===== src/rtl/fetch_pkg.sv =====
// Shared types for the instruction-fetch sequencer.
// Latency: n/a (types, constants and a pure helper only).
// Backpressure: n/a.
package fetch_pkg;

   localparam int HB_DEPTH = 3;

   typedef logic [15:0] halfword_t;

   typedef enum logic [1:0] {
      IDLE = 2'd0,
      REQ  = 2'd1,
      WAIT = 2'd2,
      DROP = 2'd3
   } fetch_state_e;

   // An RVC parcel is any halfword whose low two bits are not 2'b11.
   function automatic logic is_rvc(input halfword_t hw);
      return hw[1:0] != 2'b11;
   endfunction

endpackage


===== src/rtl/fetch_align_ctrl_if.sv =====
// Bundles the fetch sequencer's memory, redirect and decode-side signals.
// Latency: n/a (wiring only).
// Backpressure: imem_req_ready throttles requests, ins_ready throttles instructions.
// master = fetch sequencer side, slave = memory/decode/resolver side.
interface fetch_align_ctrl_if;

   logic        imem_req_valid;
   logic        imem_req_ready;
   logic [31:0] imem_req_addr;
   logic        imem_rsp_valid;
   logic [31:0] imem_rsp_data;
   logic        jump_en_l1;
   logic [31:0] jump_addr_l1;
   logic        jump_en_l2;
   logic [31:0] jump_addr_l2;
   logic        ins_valid;
   logic        ins_ready;
   logic [31:0] ins_data;
   logic [31:0] ins_pc;
   logic        ins_is_c;

   modport master (
      output imem_req_valid, imem_req_addr,
      input  imem_req_ready, imem_rsp_valid, imem_rsp_data,
      input  jump_en_l1, jump_addr_l1, jump_en_l2, jump_addr_l2,
      output ins_valid, ins_data, ins_pc, ins_is_c,
      input  ins_ready
   );

   modport slave (
      input  imem_req_valid, imem_req_addr,
      output imem_req_ready, imem_rsp_valid, imem_rsp_data,
      output jump_en_l1, jump_addr_l1, jump_en_l2, jump_addr_l2,
      input  ins_valid, ins_data, ins_pc, ins_is_c,
      output ins_ready
   );

endinterface


===== src/rtl/fetch_hw_buf.sv =====
// 3-entry halfword shift buffer; hb0 is always the oldest halfword.
// Latency: push visible the cycle after the push edge; pop/push may share a cycle.
// Backpressure: none internally; the caller only pushes when room is guaranteed.
// Ports: flush (clear all), pop1/pop2 (drop oldest 1/2), push1 (append push_dat[31:16]),
//        push2 (append push_dat[15:0] then [31:16]); hb0/hb1/cnt current, cnt_nxt post-update.
module fetch_hw_buf
   import fetch_pkg::*;
(
   input  logic        clk,
   input  logic        rst_n,
   input  logic        flush,
   input  logic        push1,
   input  logic        push2,
   input  logic        pop1,
   input  logic        pop2,
   input  logic [31:0] push_dat,
   output halfword_t   hb0,
   output halfword_t   hb1,
   output logic [1:0]  cnt,
   output logic [1:0]  cnt_nxt
);

   halfword_t  hb_q [HB_DEPTH];
   halfword_t  hb_d [HB_DEPTH];
   logic [1:0] cnt_q;
   logic [1:0] cnt_d;
   logic [1:0] base;

   // Pop first, then append behind whatever survives. Vacated slots are
   // zero-filled so an empty buffer presents an all-zero instruction.
   always_comb begin
      hb_d  = hb_q;
      cnt_d = cnt_q;
      base  = cnt_q;
      if (flush) begin
         for (int i = 0; i < HB_DEPTH; i++) hb_d[i] = '0;
         cnt_d = 2'd0;
      end else begin
         if (pop2) begin
            hb_d[0] = hb_q[2];
            hb_d[1] = '0;
            hb_d[2] = '0;
            base    = cnt_q - 2'd2;
         end else if (pop1) begin
            hb_d[0] = hb_q[1];
            hb_d[1] = hb_q[2];
            hb_d[2] = '0;
            base    = cnt_q - 2'd1;
         end
         for (int i = 0; i < HB_DEPTH; i++) begin
            if (push1 && i == int'(base)) hb_d[i] = push_dat[31:16];
            if (push2 && i == int'(base)) hb_d[i] = push_dat[15:0];
            if (push2 && i == int'(base) + 1) hb_d[i] = push_dat[31:16];
         end
         if (push2)      cnt_d = base + 2'd2;
         else if (push1) cnt_d = base + 2'd1;
         else            cnt_d = base;
      end
   end

   always_ff @(posedge clk or negedge rst_n) begin
      if (!rst_n) begin
         for (int i = 0; i < HB_DEPTH; i++) hb_q[i] <= '0;
         cnt_q <= 2'd0;
      end else begin
         for (int i = 0; i < HB_DEPTH; i++) hb_q[i] <= hb_d[i];
         cnt_q <= cnt_d;
      end
   end

   assign hb0     = hb_q[0];
   assign hb1     = hb_q[1];
   assign cnt     = cnt_q;
   assign cnt_nxt = cnt_d;

endmodule


===== src/rtl/fetch_align_ctrl.sv =====
// RV32IC fetch sequencer: word-aligned imem requests, 16/32-bit instruction extraction, L1/L2 redirects.
// Latency: redirect at T -> request at T+1; response edge -> ins_valid next cycle.
// Backpressure: ins_ready low holds ins_*; new requests only while the buffer will hold <=1 halfword.
// Ports: clk, rst_n (async active-low); bus (master modport) carries imem req/rsp, redirects, instruction out.
module fetch_align_ctrl
   import fetch_pkg::*;
#(
   parameter logic [31:0] RESET_PC = 32'h0000_0000,
   parameter int          XLEN     = 32
) (
   input  logic                clk,
   input  logic                rst_n,
   fetch_align_ctrl_if.master  bus
);

   fetch_state_e   state_q;
   fetch_state_e   state_d;
   logic [XLEN-1:0] pc_q;
   logic [XLEN-1:0] fetch_addr_q;
   logic            skip_lo_q;

   logic        redirect;
   logic [31:0] tgt;
   halfword_t   hb0;
   halfword_t   hb1;
   logic [1:0]  cnt;
   logic [1:0]  cnt_nxt;
   logic        cur_c;
   logic        complete;
   logic        ins_fire;
   logic        req_fire;
   logic        rsp_take;

   // L2 (execute) redirect outranks L1 (decode).
   assign redirect = bus.jump_en_l2 | bus.jump_en_l1;
   assign tgt      = bus.jump_en_l2 ? bus.jump_addr_l2 : bus.jump_addr_l1;

   assign cur_c    = is_rvc(hb0);
   assign complete = cur_c ? (cnt >= 2'd1) : (cnt >= 2'd2);
   assign ins_fire = bus.ins_valid & bus.ins_ready;
   assign req_fire = (state_q == REQ) & bus.imem_req_ready;
   // A response landing on a redirect cycle belongs to the old stream.
   assign rsp_take = (state_q == WAIT) & bus.imem_rsp_valid & ~redirect;

   assign bus.ins_valid      = complete & ~redirect;
   assign bus.ins_data       = cur_c ? {16'h0000, hb0} : {hb1, hb0};
   assign bus.ins_pc         = pc_q;
   // Gated on cnt so an empty (all-zero) buffer does not report a compressed op.
   assign bus.ins_is_c       = (cnt != 2'd0) & cur_c;
   assign bus.imem_req_valid = (state_q == REQ);
   assign bus.imem_req_addr  = fetch_addr_q;

   fetch_hw_buf u_buf (
      .clk      (clk),
      .rst_n    (rst_n),
      .flush    (redirect),
      .push1    (rsp_take & skip_lo_q),
      .push2    (rsp_take & ~skip_lo_q),
      .pop1     (ins_fire & cur_c),
      .pop2     (ins_fire & ~cur_c),
      .push_dat (bus.imem_rsp_data),
      .hb0      (hb0),
      .hb1      (hb1),
      .cnt      (cnt),
      .cnt_nxt  (cnt_nxt)
   );

   always_comb begin
      state_d = state_q;
      case (state_q)
         IDLE: begin
            // Refill only when at most one halfword remains, so a whole word always fits.
            if (redirect || cnt_nxt <= 2'd1) state_d = REQ;
         end
         REQ: begin
            // An accepted request on a redirect cycle fetched the old address: drain it.
            if (redirect)      state_d = bus.imem_req_ready ? DROP : REQ;
            else if (req_fire) state_d = WAIT;
         end
         WAIT: begin
            if (bus.imem_rsp_valid) state_d = IDLE;
            else if (redirect)      state_d = DROP;
         end
         DROP: begin
            if (bus.imem_rsp_valid) state_d = IDLE;
         end
         default: state_d = IDLE;
      endcase
   end

   always_ff @(posedge clk or negedge rst_n) begin
      if (!rst_n) begin
         state_q      <= IDLE;
         pc_q         <= {RESET_PC[31:1], 1'b0};
         fetch_addr_q <= {RESET_PC[31:2], 2'b00};
         skip_lo_q    <= RESET_PC[1];
      end else begin
         state_q <= state_d;
         if (redirect) begin
            pc_q         <= {tgt[31:1], 1'b0};
            fetch_addr_q <= {tgt[31:2], 2'b00};
            skip_lo_q    <= tgt[1];
         end else begin
            if (ins_fire) pc_q <= pc_q + (cur_c ? 32'd2 : 32'd4);
            if (req_fire) fetch_addr_q <= fetch_addr_q + 32'd4;
            if (rsp_take) skip_lo_q <= 1'b0;
         end
      end
   end

endmodule


===== src/flat_wrapper.sv =====
// flat-port wrapper written by rule: the top's interface ports become plain ports
module fetch_align_ctrl_flat import fetch_pkg::*;
#(
   parameter logic [31:0] RESET_PC = 32'h0000_0000,
   parameter int          XLEN     = 32
)
  (clk, rst_n, bus_imem_req_valid, bus_imem_req_addr, bus_imem_req_ready, bus_imem_rsp_valid, bus_imem_rsp_data, bus_jump_en_l1, bus_jump_addr_l1, bus_jump_en_l2, bus_jump_addr_l2, bus_ins_valid, bus_ins_data, bus_ins_pc, bus_ins_is_c, bus_ins_ready);
  fetch_align_ctrl_if bus_i ();
  input  logic clk;
  input  logic rst_n;
  output wire logic [$bits(bus_i.imem_req_valid)-1:0] bus_imem_req_valid;
  output wire logic [$bits(bus_i.imem_req_addr)-1:0] bus_imem_req_addr;
  input wire logic [$bits(bus_i.imem_req_ready)-1:0] bus_imem_req_ready;
  input wire logic [$bits(bus_i.imem_rsp_valid)-1:0] bus_imem_rsp_valid;
  input wire logic [$bits(bus_i.imem_rsp_data)-1:0] bus_imem_rsp_data;
  input wire logic [$bits(bus_i.jump_en_l1)-1:0] bus_jump_en_l1;
  input wire logic [$bits(bus_i.jump_addr_l1)-1:0] bus_jump_addr_l1;
  input wire logic [$bits(bus_i.jump_en_l2)-1:0] bus_jump_en_l2;
  input wire logic [$bits(bus_i.jump_addr_l2)-1:0] bus_jump_addr_l2;
  output wire logic [$bits(bus_i.ins_valid)-1:0] bus_ins_valid;
  output wire logic [$bits(bus_i.ins_data)-1:0] bus_ins_data;
  output wire logic [$bits(bus_i.ins_pc)-1:0] bus_ins_pc;
  output wire logic [$bits(bus_i.ins_is_c)-1:0] bus_ins_is_c;
  input wire logic [$bits(bus_i.ins_ready)-1:0] bus_ins_ready;
  assign bus_imem_req_valid = bus_i.imem_req_valid;
  assign bus_imem_req_addr = bus_i.imem_req_addr;
  assign bus_i.imem_req_ready = bus_imem_req_ready;
  assign bus_i.imem_rsp_valid = bus_imem_rsp_valid;
  assign bus_i.imem_rsp_data = bus_imem_rsp_data;
  assign bus_i.jump_en_l1 = bus_jump_en_l1;
  assign bus_i.jump_addr_l1 = bus_jump_addr_l1;
  assign bus_i.jump_en_l2 = bus_jump_en_l2;
  assign bus_i.jump_addr_l2 = bus_jump_addr_l2;
  assign bus_ins_valid = bus_i.ins_valid;
  assign bus_ins_data = bus_i.ins_data;
  assign bus_ins_pc = bus_i.ins_pc;
  assign bus_ins_is_c = bus_i.ins_is_c;
  assign bus_i.ins_ready = bus_ins_ready;
  fetch_align_ctrl #(.RESET_PC(RESET_PC), .XLEN(XLEN)) u_core (.clk(clk), .rst_n(rst_n), .bus(bus_i));
endmodule

===== config.mk =====
export PLATFORM = sky130hd
export DESIGN_NAME = fetch_align_ctrl_flat
export DESIGN_NICKNAME = d
export VERILOG_FILES = /design/src/rtl/fetch_pkg.sv /design/src/rtl/fetch_align_ctrl_if.sv /design/src/rtl/fetch_hw_buf.sv /design/src/rtl/fetch_align_ctrl.sv /design/src/flat_wrapper.sv
export SDC_FILE = /design/constraint.sdc
export NUM_CORES = 1
export LEC_CHECK = 0
export ABC_CLOCK_PERIOD_IN_PS = 2800
export BUFFER_PORTS_ARGS = -buffer_cell sky130_fd_sc_hd__buf_2
export CAP_MARGIN = 20
export CORE_ASPECT_RATIO = 1.1
export CORE_UTILIZATION = 49
export CTS_CLUSTER_DIAMETER = 40
export DETAILED_ROUTE_END_ITERATION = 7
export PLACE_DENSITY = 0.78
export SYNTH_ARGS = -nofsm -noshare
export SYNTH_HDL_FRONTEND = slang
export SYNTH_SLANG_ARGS = --single-unit
export TNS_END_PERCENT = 50

===== constraint.sdc =====
create_clock -name clk -period 2.8 [get_ports clk]
set_input_delay 0.28 -clock clk [delete_from_list [all_inputs] [get_ports clk]]
set_output_delay 0.28 -clock clk [all_outputs]
set_load 0.02 [all_outputs]

==> results of run 1 <==
[registers in the layout, summed over array words and instances (netlist names)]
register and flops:
u_core.u_buf.hb_q 16, u_core.state_q 2, u_core.bus.ins_pc 31, u_core.skip_lo_q 1
u_core.u_buf.hb1 16, u_core.bus.imem_req_addr 30, u_core.u_buf.cnt 2, u_core.u_buf.hb0 16
[path summary, 6_finish.rpt]
kind	to	cells after the start	slack, ns
worst max-delay path	u_core.u_buf.hb_q[5]$_DFFE_PN0P_	12	0.12
worst min-delay path	u_core.state_q[0]$_DFFE_PN0P_	2	0.07
worst max register to register	u_core.u_buf.hb_q[5]$_DFFE_PN0P_	12	0.12
worst min register to register	u_core.u_buf.hb0[10]$_DFFE_PN0P_	2	0.47
max in group asynchronous	u_core.u_buf.hb_q[13]$_DFFE_PN0P_	3	1.61
min in group asynchronous	u_core.u_buf.hb0[3]$_DFFE_PN0P_	2	0.46
[placed cells by master (no fill, tap or decap), types with 5 or more instances in the layout]
master / synthesis / layout
nand4_1: 14 / 14
o21ai_0: 102 / 97
a21oi_1: 126 / 125
buf_2: 8 / 195
nor2_1: 52 / 49
dfrtp_1: 114 / 114
clkbuf_16: 0 / 17
o22a_1: 5 / 5
nand2_1: 105 / 105
o31ai_1: 10 / 10
or4_1: 16 / 16
clkbuf_8: 0 / 6
a222oi_1: 16 / 16
o21ai_1: 15 / 20
o21a_1: 5 / 5
and3_1: 52 / 52
ha_1: 9 / 7
nand3_1: 21 / 20
a22oi_1: 17 / 15
a31oi_1: 5 / 5
inv_1: 35 / 33
a22o_1: 17 / 16
mux2i_1: 18 / 18
buf_4: 20 / 74
[power groups by stage]
stage / sequential [uW] / combinational [uW] / clock (uW)
detailed placement: 1930 / 887 / 0
global placement: 1930 / 870 / 0
CTS: 1910 / 895 / 2220
global route: 1930 / 978 / 2280
floorplan: 2010 / 388 / 0
finish: 1910 / 905 / 2210
[repair_timing]
action	CTS	global route
setup endpoints to repair	38	51
gates resized for setup	5	16
pin swaps	1	1
hold buffers	1	0
gates cloned	0	0
hold endpoints to repair	48	0
[logic make-up (layout without fill, tap and decap cells)]
family	count (synthesis)	count (layout)
other cells	1	3
simple gates	300	300
mux	19	19
fa+ha+maj	10	10
compound gates	355	355
buf+inv	110	339
xor+xnor	3	3
flops	114	114
[critical path: cells and delay by family (launching register included)]
kind	cells	cell delay, ns
AOI/OAI and AO/OA	2	0.42
adders and majority gates	2	0.34
buffers and inverters	5	0.52
DFF	1	0.35
and+or+nand+nor	3	0.93
[routing by layer]
layer	vias to the layer above	share of wire
li1	3797	-
met1	3998	0.38
met2	575	0.49
met3	80	0.099
met4	0	0.039
met5	-	0
[cells in the mapped netlist, types with 9 or more instances]
master,count
or4_1,16
a21oi_1,126
inv_1,35
dfrtp_1,114
clkbuf_1,43
a22o_1,17
ha_1,9
o31ai_1,10
o21ai_0,102
a222oi_1,16
nand2_1,105
o21ai_1,15
buf_4,20
nor2_1,52
and3_1,52
a22oi_1,17
mux2i_1,18
nand3_1,21
nand4_1,14
[area by class of cell]
cell class / count / area, um^2 / area share
clock buffer: 27 / 523.0 / 0.05422
clock inverter: 4 / 70.07 / 0.007264
timing repair buffer: 273 / 1602 / 0.1660
sequential: 114 / 2853 / 0.2958
multi-input combinational: 690 / 4227 / 0.4382
inverter: 35 / 131.4 / 0.01362
tap: 192 / 240.2 / 0.02491
[stage by stage]
step | std cells | util | worst slack (ns)
6_report | 1335 | 0.6598 | 0.1160
3_3_place_gp | 1303 | 0.6136 | -0.1794
2_1_floorplan | 914 | - | -0.07523
4_1_cts | 1335 | 0.6562 | 0.001043
5_1_grt | 1335 | 0.6598 | -0.02207
3_5_place_dp | 1303 | 0.6136 | -0.3168
==> out/results.tsv, run 1 <==
metric	value	unit
M2 GR Usage	0.5568	
switching share of power	0.2986	
syn avg cell area	8.173	um^2
GRT Residual Overflow	0	
Synth Area in Simple Gates	0.2048	
Root Buffer Master	clkbuf_16	
Starting Density	0.5098	
max_slew headroom	0.5102	
asr flop ratio synth	1.000	
# DRC	8	
vias in the first global route	8003	
critical path type	flop to flop	
Fin. Hold Viols	0	
Yosys reg bits	114	
Gate power share	0.180	
P_sw	1503	uW
Period minus WS final	2.684	ns
worst slew pin tran	0.7346	ns
EDFF count, synth	0	
nature of the critical path startpoint	flop	
post-route setup TNS	0	ns
Placement Cell Area	8970	um^2
post-synthesis adder-cell area fraction	0.01779	
DPL Wire Length	18460	um
largest family of logic cells by synthesized area	compound AO/OA/AOI/OAI gates	
power per cell area	521.9	nW/um^2
antenna violations before repair	0	
clk_lat worst skew	0.43	ns
cell taking the most area after synthesis	dfrtp_1	
share of post-route cells with drive strength above 1	0.2966	
crit path DAT	2.98	ns
slowest cell delay on critical path	0.52	ns
CP required	3.10	ns
Placement Rows	46	
Cell variety after synth	68	
port buffer count	196	
CTS Buffer Depth	2	
fin. max-slew vios	0	
complex-gate fraction of the synthesized area	0.2966	
DRT iter0 DRCs	925	
dominant cells by area after synthesis	dfrtp_1 (38%), a21oi_1 (8.5%), o21ai_0 (6.8%)	
Clock power frac	0.440	
critical-path cell list	inv_1, ha_4, or4_4, and2_4, inv_2, ha_4, buf_4, nor3b_4, a211oi_4, buf_12, a222oi_1, inv_1	
Fin Hold WS	0.07463	ns
TritonCTS clock tree	done	
Worst setup startpoint	u_core.u_buf.cnt[0]$_DFF_PN0_	
crit path max fanout	13	
r2r startpoint	u_core.u_buf.cnt[0]$_DFF_PN0_	
Routed WL	26320	um
Most Used Layer, Global Route	met2	
sequential power share	0.380	
die width	119.6	um
Via density	6.330	
final setup fails	0	
fillers	1226	
CTS Buf Count	17	
Synth Area in XOR/XNOR	0.003525	
Post-synth top flop	dfrtp_1	
Leak	0.004620	uW
cell-internal power	3531	uW
share of the synthesized area in the top cell type	0.3827	
status	finished, violations left	
crit path capture type	flop	
router iterations before antenna repair	8	
Core Box Area	14620	um^2
Clock Sinks	114	
grt met3 use	0.06554	
fraction of the cycle the final worst path needs	0.9586	
FMAX	372.6	MHz
first-pass GRT wire length	41580	um
maxcap violations	0	
Diodes inserted	0	
Tot GR Track Use	0.3359	
post-synthesis cell area	7453	um^2
via count	8450	
pin count of the biggest net entering global routing	52	
met1 Track Usage GR	0.4122	
Hold Crit Class	input port to flop	
# nets final	1244	
Worst Clk Skew	0.007369	ns
fin area	9646	um^2
Post-Syn Instances	912	
Ports	202	
Total Power	5034	uW
Seq/Total Area, Yosys	0.3827	
violated checks	design-rule violations	
Max IR drop VDD	0.3987	mV
CTS clk-pin slew, worst paths	0.05	ns
Die ar.	15710	um^2
Die Ht	131.4	um
Final GP Congestion	0.9946	
Antenna Nets Post-Route	0	
Post-CTS Setup Inserts	0	
synthesis-to-layout area growth	29.41	%
Ys Warns	0	
Crit-path slowest cell	or4_4	
WL/cell	19.71	um
mux cell area share after synthesis	0.02602	
HP Start	bus_imem_rsp_valid	
H-tree depth	4	
Power figures use the tool's default switching activity.
==> inputs of run 2 (changes only) <==
--- a/config.mk
+++ b/config.mk
@@ -9,11 +9,12 @@
 export BUFFER_PORTS_ARGS = -buffer_cell sky130_fd_sc_hd__buf_2
 export CAP_MARGIN = 20
 export CORE_ASPECT_RATIO = 1.1
-export CORE_UTILIZATION = 49
+export CORE_UTILIZATION = 50
 export CTS_CLUSTER_DIAMETER = 40
 export DETAILED_ROUTE_END_ITERATION = 7
 export PLACE_DENSITY = 0.78
 export SYNTH_ARGS = -nofsm -noshare
 export SYNTH_HDL_FRONTEND = slang
+export SYNTH_HIERARCHICAL = 1
 export SYNTH_SLANG_ARGS = --single-unit
 export TNS_END_PERCENT = 50
==> out/results.tsv, run 2 <==
metric	value	unit
antenna violations before repair	1	
Core Box Area	16430	um^2
pin count of the biggest net entering global routing	70	
fin area	10160	um^2
power per cell area	515.3	nW/um^2
DPL Wire Length	19910	um
nature of the critical path startpoint	flop	
commonest non-fill, non-tap cell in the layout	buf_2	
P_sw	1555	uW
crit path max fanout	32	
fillers	1440	
cell taking the most area after synthesis	dfrtp_1	
Seq/Total Area, Yosys	0.3369	
Die Ht	138.5	um
Gate power share	0.181	
most frequent cells in the layout	buf_2 (195), dfrtp_1 (114), a21oi_1 (86), nand2_1 (76), nor2_1 (62)	
die width	126.1	um
Max IR drop VDD	0.3767	mV
most frequent cell after synthesis	dfrtp_1	
Non-Filler Instances	1393	
Clock Sinks	114	
vias in the first global route	8568	
dpl cells	1362	
FMAX	372.8	MHz
sequential power share	0.368	
Via density	6.528	
port buffer count	196	
post-synthesis cell area	8468	um^2
RSZ-0062 raised after global routing	false	
Fin. Hold Viols	1	
switching share of power	0.2968	
Cell variety after synth	86	
post-route setup TNS	0	ns
final setup fails	0	
Period minus WS final	2.683	ns
violated checks	negative hold slack	
critical path type	flop to flop	
Starting Density	0.5154	
Ports	202	
GRT Residual Overflow	0	
Antenna Nets Post-Route	0	
Ys Warns	6	
Placement Cell Area	9523	um^2
CTS clk-pin slew, worst paths	0.05	ns
Post-Syn Instances	1019	
first-pass GRT wire length	44860	um
status	finished, violations left	
CTS Buffer Depth	2	
Clock power frac	0.451	
Reg area	2853	um^2
Die ar.	17460	um^2
EDFF count, synth	0	
# nets final	1283	
router iterations before antenna repair	8	
# DRC	0	
H-tree depth	4	
fraction of the cycle the final worst path needs	0.9580	
CTS Buf Count	17	
WL/cell	20.40	um
hold-fix buffers at CTS	0	
Total Power	5238	uW
Routed WL	28410	um
CP required	3.05	ns
Final GP Congestion	0.9335	
syn avg cell area	8.310	um^2
share of the synthesized area in the top cell type	0.3369	
share of post-route cells with drive strength above 1	0.2759	
clk_lat worst skew	0.42	ns
worst slew pin tran	0.9399	ns
Fin Hold WS	-0.005042	ns
Hold Crit Class	input port to asynchronous set/reset pin	
top cells by count, synth	dfrtp_1 (114), a21oi_1 (86), nand2_1 (76)	
asr flop ratio synth	1.000	
dominant cells by area after synthesis	dfrtp_1 (34%), a21oi_1 (5.1%), buf_4 (3.6%)	
via count	9094	
Worst Clk Skew	0.01371	ns
synthesis-to-layout area growth	20.03	%
Multi-input gate area	4913	um^2
Leak	0.004619	uW
max_slew headroom	0.3734	
Diodes inserted	0	
DRT iter0 DRCs	904	
Largest register FFs	31	
crit path DAT	2.94	ns
Tot GR Track Use	0.3249	
Root Buffer Master	clkbuf_16	
maxcap violations	0	
cell-internal power	3683	uW
TritonCTS clock tree	done	
Post-synth top flop	dfrtp_1	
Yosys reg bits	114	
crit path capture type	flop	
fin. max-slew vios	0	
Placement Rows	49	
[run 2: changes by cell type in the layout (fill, tap and decap cells not counted), moves of 27 or more]
cell      before  now
a211oi_1       2   29
nor3_1         1   39
a21oi_1      125   86
nand2_1      105   76
and2_1         2   32
o21ai_0       97   50
[run 2: repair_timing]
item / 4_1_cts / 5_1_grt
resized for setup: 0 / 1
setup endpoints to repair: 0 / 1
setup buffers: 0 / 0
[run 2: logic make-up (layout without fill, tap and decap cells)]
family | Yosys count | count (layout) | share of synthesized area
AO/OA/AOI/OAI | 354 | 354 | 0.2866
AND/OR/NAND/NOR | 404 | 404 | 0.2673
adder cells (fa/ha/maj) | 3 | 3 | 0.004433
other | 1 | 3 | 0.0004428
multiplexers | 3 | 3 | 0.003841
XOR/XNOR | 12 | 12 | 0.01330
buffers and inverters | 128 | 296 | 0.08718
flip-flops | 114 | 114 | 0.3369
[run 2: path summary, 6_finish.rpt]
| kind | from | to | slack [ns] | depth (start not counted) |
|---|---|---|---|---|
| hold reg to reg | u_core/u_buf/hb0[6]$_DFFE_PN0P_ | u_core/u_buf/hb0[6]$_DFFE_PN0P_ | 0.50 | 1 |
| setup / recovery | u_core/u_buf/cnt[0]$_DFF_PN0_ | u_core/u_buf/hb_q[12]$_DFFE_PN0P_ | 0.12 | 11 |
| min in group clk | bus_imem_rsp_valid | u_core/state_q[1]$_DFFE_PN0P_ | 0.09 | 2 |
| setup reg to reg | u_core/u_buf/cnt[0]$_DFF_PN0_ | u_core/u_buf/hb_q[12]$_DFFE_PN0P_ | 0.12 | 11 |
| max in group asynchronous | rst_n | u_core/u_buf/hb_q[12]$_DFFE_PN0P_ | 2.11 | 2 |
| hold / removal | rst_n | u_core/bus.imem_req_addr[25]$_DFFE_PN0P_ | -0.005 | 1 |
[run 2: critical path: stages, from the launching register on]
cell,delay (ns)
dfrtp_1,0.37
a21boi_2,0.17
buf_4,0.15
o21ai_1,0.26
nor3_4,0.07
buf_4,0.18
or3_1,0.42
a21oi_1,0.28
o31ai_4,0.12
buf_4,0.25
nor2_1,0.16
a211oi_1,0.08
[run 2: final cells by class]
| type | instances | area share |
|---|---|---|
| multi-input combinational | 779 | 0.4834 |
| tap | 204 | 0.02511 |
| clock inverter | 10 | 0.01526 |
| sequential | 114 | 0.2807 |
| inverter | 15 | 0.005539 |
| timing repair buffer | 250 | 0.1428 |
| clock buffer | 21 | 0.04727 |
[run 2: power groups by stage]
stage / logic (uW) / registers (uW) / clock network [uW]
floorplan: 447 / 2030 / 0
global placement: 909 / 1950 / 0
detailed placement: 927 / 1950 / 0
CTS: 933 / 1930 / 2390
global route: 1020 / 1950 / 2450
finish: 947 / 1930 / 2360
[run 2: metal layers]
metal,global-route usage,up-vias,wire (um)
li1,-,4125,-
met1,0.3982,4284,10970
met2,0.5385,574,13620
met3,0.06772,109,2665
met4,0.1674,2,1145
met5,0,-,13
[run 2: stage by stage]
stage,hold slack (ns),setup slack [ns],util
after global routing,0.06144,0.01382,0.6186
after detailed placement,0.4742,0.1365,0.5796
after global placement,0.4637,0.2305,0.5796
final,-0.005042,0.1175,0.6186
after floorplan,-0.01559,0.003036,-
after CTS,0.01241,0.1347,0.6183
